File: src/rtl/path_history_reg.sv
// Global path-history shift register for a tournament branch predictor.
// One prediction bit enters at the LSB on every rising clock edge.
module path_history_reg #(
  parameter int HIST_LEN = 12
) (
  input  logic                clock,
  input  logic                reset,
  input  logic                Prediction,
  output logic [HIST_LEN-1:0] PHresult
);

  logic [HIST_LEN-1:0] hist;

  // Reset clears the history at once; Prediction is never sampled while reset is low.
  always_ff @(posedge clock or negedge reset) begin
    if (!reset) begin
      hist <= '0;
    end else begin
      hist <= {hist[HIST_LEN-2:0], Prediction};
    end
  end

  assign PHresult = hist;

endmodule

File: config.mk
export PLATFORM = sky130hd
export DESIGN_NAME = path_history_reg
export DESIGN_NICKNAME = d
export VERILOG_FILES = /design/src/rtl/path_history_reg.sv
export SDC_FILE = /design/constraint.sdc
export NUM_CORES = 1
export LEC_CHECK = 0
export CORE_AREA = 2 2 39 41
export DETAILED_ROUTE_END_ITERATION = 8
export DIE_AREA = 0 0 41 43
export GPL_TIMING_DRIVEN = 1
export SLEW_MARGIN = 15
export SYNTH_ARGS = -nofsm -noshare
export SYNTH_HDL_FRONTEND = slang
export SYNTH_SLANG_ARGS = --single-unit
File: constraint.sdc
create_clock -name clock -period 0.8 [get_ports clock]
set_input_delay 0.24 -clock clock [delete_from_list [all_inputs] [get_ports clock]]
set_output_delay 0.24 -clock clock [all_outputs]
set_load 0.02 [all_outputs]
==> Word level (Yosys, flattened, before mapping) <==
Cells that the tools add are included.
{ "totals": {"reg_bits": 12, "out_inout_bits": 12, "inputBits": 3, "word_cells": 1} }

==> Logic depth before layout (Yosys ltp) <==
{ "depth": {"word_depth": 0, "depth_mapped": 0, "ltp_nobuf": 0} }

==> Least setup slack after synthesis <==
OpenSTA, ideal clock, no wires.
{ "synth_path": {"kind": "reg2out", "from": "reg hist[0] (netlist: PHresult[0])", "to": "out PHresult[0]", "path_stages_with_launch": 1, "arrival_time_ns": 0.424, "n_path_buf": 0, "required_ns": 0.560, "slack_ns": 0.136, "path_cell_list": "dfrtp_1"} }
{ "synth_rtl": {"columns": ["item", "line", "rtl"], "rows": [
  ["start: declaration", "12", "logic [HIST_LEN-1:0] hist;"],
  ["start signal: assignment", "19", "hist <= {hist[HIST_LEN-2:0], Prediction};"],
  ["end: declaration", "9", "output logic [HIST_LEN-1:0] PHresult"]
]} }
No word-level cell between the ends.

==> Worst setup path in the final report <==
{ "layout_path": {"from": "reg hist[3] (netlist: PHresult[3])", "to": "out PHresult[3]"} }
No word-level cell between the ends.

==> results.tsv <==
stage	metric	value	unit
logic_synthesis	synthesized area divided by synthesized cell count	25.0	um^2
global_route	maximum number of pins on one net before global-route repair	13	
worst_setup_path	critical path start-end classification	register to output port	
floorplan	Core Rows	14	
timing	final-report hold violation count	0	
route	via count of the routed design	211	
global_route	initial antenna violation count	0	
worst_hold_path	Min-Delay Path Class	input pin to async pin	
clock_tree	clock latency reported for the late side of the worst-skew pair	0.26	ns
logic_synthesis	sequential area share after synthesis	1.00	
clock_tree	maximum count of clock buffers along a single path	2	
clock_tree	register clock-pin slew on the reported worst setup and hold paths	0.06	ns
global_route	GRT Overall Usage	0.0868	
logic_synthesis	area of the mapped netlist	300	um^2
placed_design	last weighted congestion value of the routability-driven placer	0.629	
clock_tree	TritonCTS buffer count	3	
clock_tree	TritonCTS clock tree	done	
logic_synthesis	most common library cells after synthesis	dfrtp_1	
clock_tree	clock sink count	12	
worst_setup_path	top cell family by delay on the critical path	flip-flops	
route	first-pass detailed-route iteration total	2	
layout	number of diodes	0	
logic_synthesis	share of async-settable or async-resettable flops after synthesis	1.00	
worst_setup_path	stage delay of the slowest cell on the critical path	0.40	ns
pwr	fraction of power consumed by the clock network	0.287	
pwr	PD cells	2030	nW/um^2
pwr	proportion of power drawn by flip-flops and latches	0.570	
run	number of max-cap violations	0	
timing	top achievable clock speed	0.960	GHz
logic_synthesis	Synth Net Count	15	
route	violation count after the first detailed-route iteration	1	
logic_synthesis	Post-Synthesis Cells	12	
layout	flip-flop count of the largest register after layout	12	
logic_synthesis	synthesis-stage register bit count	12	
pwr	worst vdd ir	1.23	mV
placed_design	Port-buffer cells	14	
timing	post-route clock skew	0.000310	ns
global_route	number of global-route vias before repair	220	
worst_setup_path	critical path arrival	0.80	ns
logic_synthesis	Warnings, synthesis	0	
pwr	internal power	0.907	mW
pwr	LEAKAGE	0.277	nW
logic_synthesis	share of the synthesized area in the top cell type	1.00	
logic_synthesis	largest cells by area after synthesis	dfrtp_1	
logic_synthesis	dominant cell by count in the synthesized netlist	dfrtp_1	
timing	Worst-Margin Slew	0.133	ns
layout	layout cell share with drive strength beyond 1	0.622	
floorplan	die outline height	43	um
placed_design	area after detailed placement	480	um^2
logic_synthesis	dominant synthesized flop cell	dfrtp_1	
timing	worst slew margin relative to its limit	0.911	
worst_setup_path	sort of element at the end of the critical path	output port	
worst_setup_path	critical-path maximum fanout	2	
route	Avg Vias per Cell	3.98	
clock_tree	H-tree Lvls	1	
layout	final net count	42	
pwr	Logic pwr share	0.143	
timing	setup repair after global routing missed its margin	true	
global_route	global route total overflow	0	
worst_setup_path	highest-delay cell along the critical path	dfrtp_1	
logic_synthesis	number of enable-type register cells in the synthesized netlist	0	
worst_setup_path	kind of start point of the critical path	register	
timing	setup ws final	-0.241	ns
route	WL per Instance	11.1	um
pwr	switching power summed over all nets	0.251	mW
logic_synthesis	Cell variety after synth	1	
outcome	failing checks	negative setup slack	
timing	number of pins exceeding their max-slew limit in the final report	0	
floorplan	die span in x	41	um
worst_setup_path	internal reg-to-reg setup slack	0.04	ns
worst_setup_path	sequence of cells on the critical path	buf_6	
outcome	result of the run	finished, violations left	
timing	number of setup violations in the final report	12	
timing	Period minus WS final	1.04	ns
layout	cell area after layout	571	um^2
clock_tree	root buffer selected by CTS	clkbuf_4	
floorplan	I/O pin total	15	
route	routed wire length	588	um
floorplan	Floorplan Core Area	1380	um^2
layout	#MultiIn Comb	0	
layout	layout overhead on the synthesized area	90.0	%
floorplan	Total Die Area	1760	um^2
timing	Worst Hold Margin	0.323	ns
layout	multi-input logic area	0	um^2
layout	number of fill cells	127	
pwr	switching part of the total	0.217	
route	Residual DRC	0	
global_route	global-route wire length before repair	938	um
logic_synthesis	biggest area consumer among synthesized cells	dfrtp_1	
worst_setup_path	required time reported for the critical path endpoint	0.56	ns
route	number of nets still failing antenna checks after routing	0	
worst_setup_path	sum of buffers and inverters on the critical path	1	
floorplan	Starting Density	0.217	
timing	crit share post-route	1.30	
repair_timing:
item / CTS / global route
setup buffers: 4 / 3
resized for setup: 72 / 0
endpoints found under the setup margin: 12 / 12
hold buffers: 0 / 0
metal layers:
metal / track usage / vias to the layer above / wire length [um]
li1: - / 87 / -
met1: 0.0884 / 105 / 190
met2: 0.128 / 19 / 312
met3: 0.0785 / 0 / 85
met4: 0.0200 / 0 / 0
met5: 0 / - / 0
cell families after synthesis:
logic type	count (synthesis)	share of synthesized area
DFF	12	1.00
power groups by stage:
stage / Clock [mW] / Sequential, mW / Combinational [mW]
global route: 0.374 / 0.663 / 0.177
detailed placement: 0 / 0.665 / 0.137
global placement: 0 / 0.662 / 0.134
floorplan: 0 / 0.702 / 0
CTS: 0.348 / 0.660 / 0.159
finish: 0.332 / 0.660 / 0.166
through the flow:
stage	total power, mW	util	instances	TNS (ns)	setup slack, ns
3_3_place_gp	0.797	0.347	43	-4.35	-0.370
3_5_place_dp	0.802	0.347	43	-4.45	-0.394
2_1_floorplan	0.702	-	12	0	0.136
4_1_cts	1.17	0.396	50	-2.77	-0.244
6_report	1.16	0.412	53	-2.66	-0.241
5_1_grt	1.21	0.412	53	-3.07	-0.269
final cells by class:
cell class	instances	area [um^2]	share of cell area
clock buffers	3	22.5	0.0395
repair buffers	22	228	0.399
well taps	16	20.0	0.0351
flip-flops and latches	12	300	0.526
final timing paths:
| path | endpoint | startpoint | cells past startpoint |
|---|---|---|---|
| setup / recovery | PHresult[3] | PHresult[3] | 1 |
| setup reg to reg | PHresult[4] | PHresult[3] | 2 |
| min in group clock | PHresult[6] | PHresult[5] | 0 |
| max in group asynchronous | PHresult[1] | reset | 2 |
| hold reg to reg | PHresult[6] | PHresult[5] | 0 |
| hold / removal | PHresult[7] | reset | 2 |
cell usage in the layout (no fill, tap or decap):
cell type        Yosys  final
buf_4                0      7
clkdlybuf4s50_1      0      2
buf_6                0     12
clkbuf_4             0      3
dfrtp_1             12     12
buf_12               0      1
Note: power is estimated with default switching activity, not from simulation.
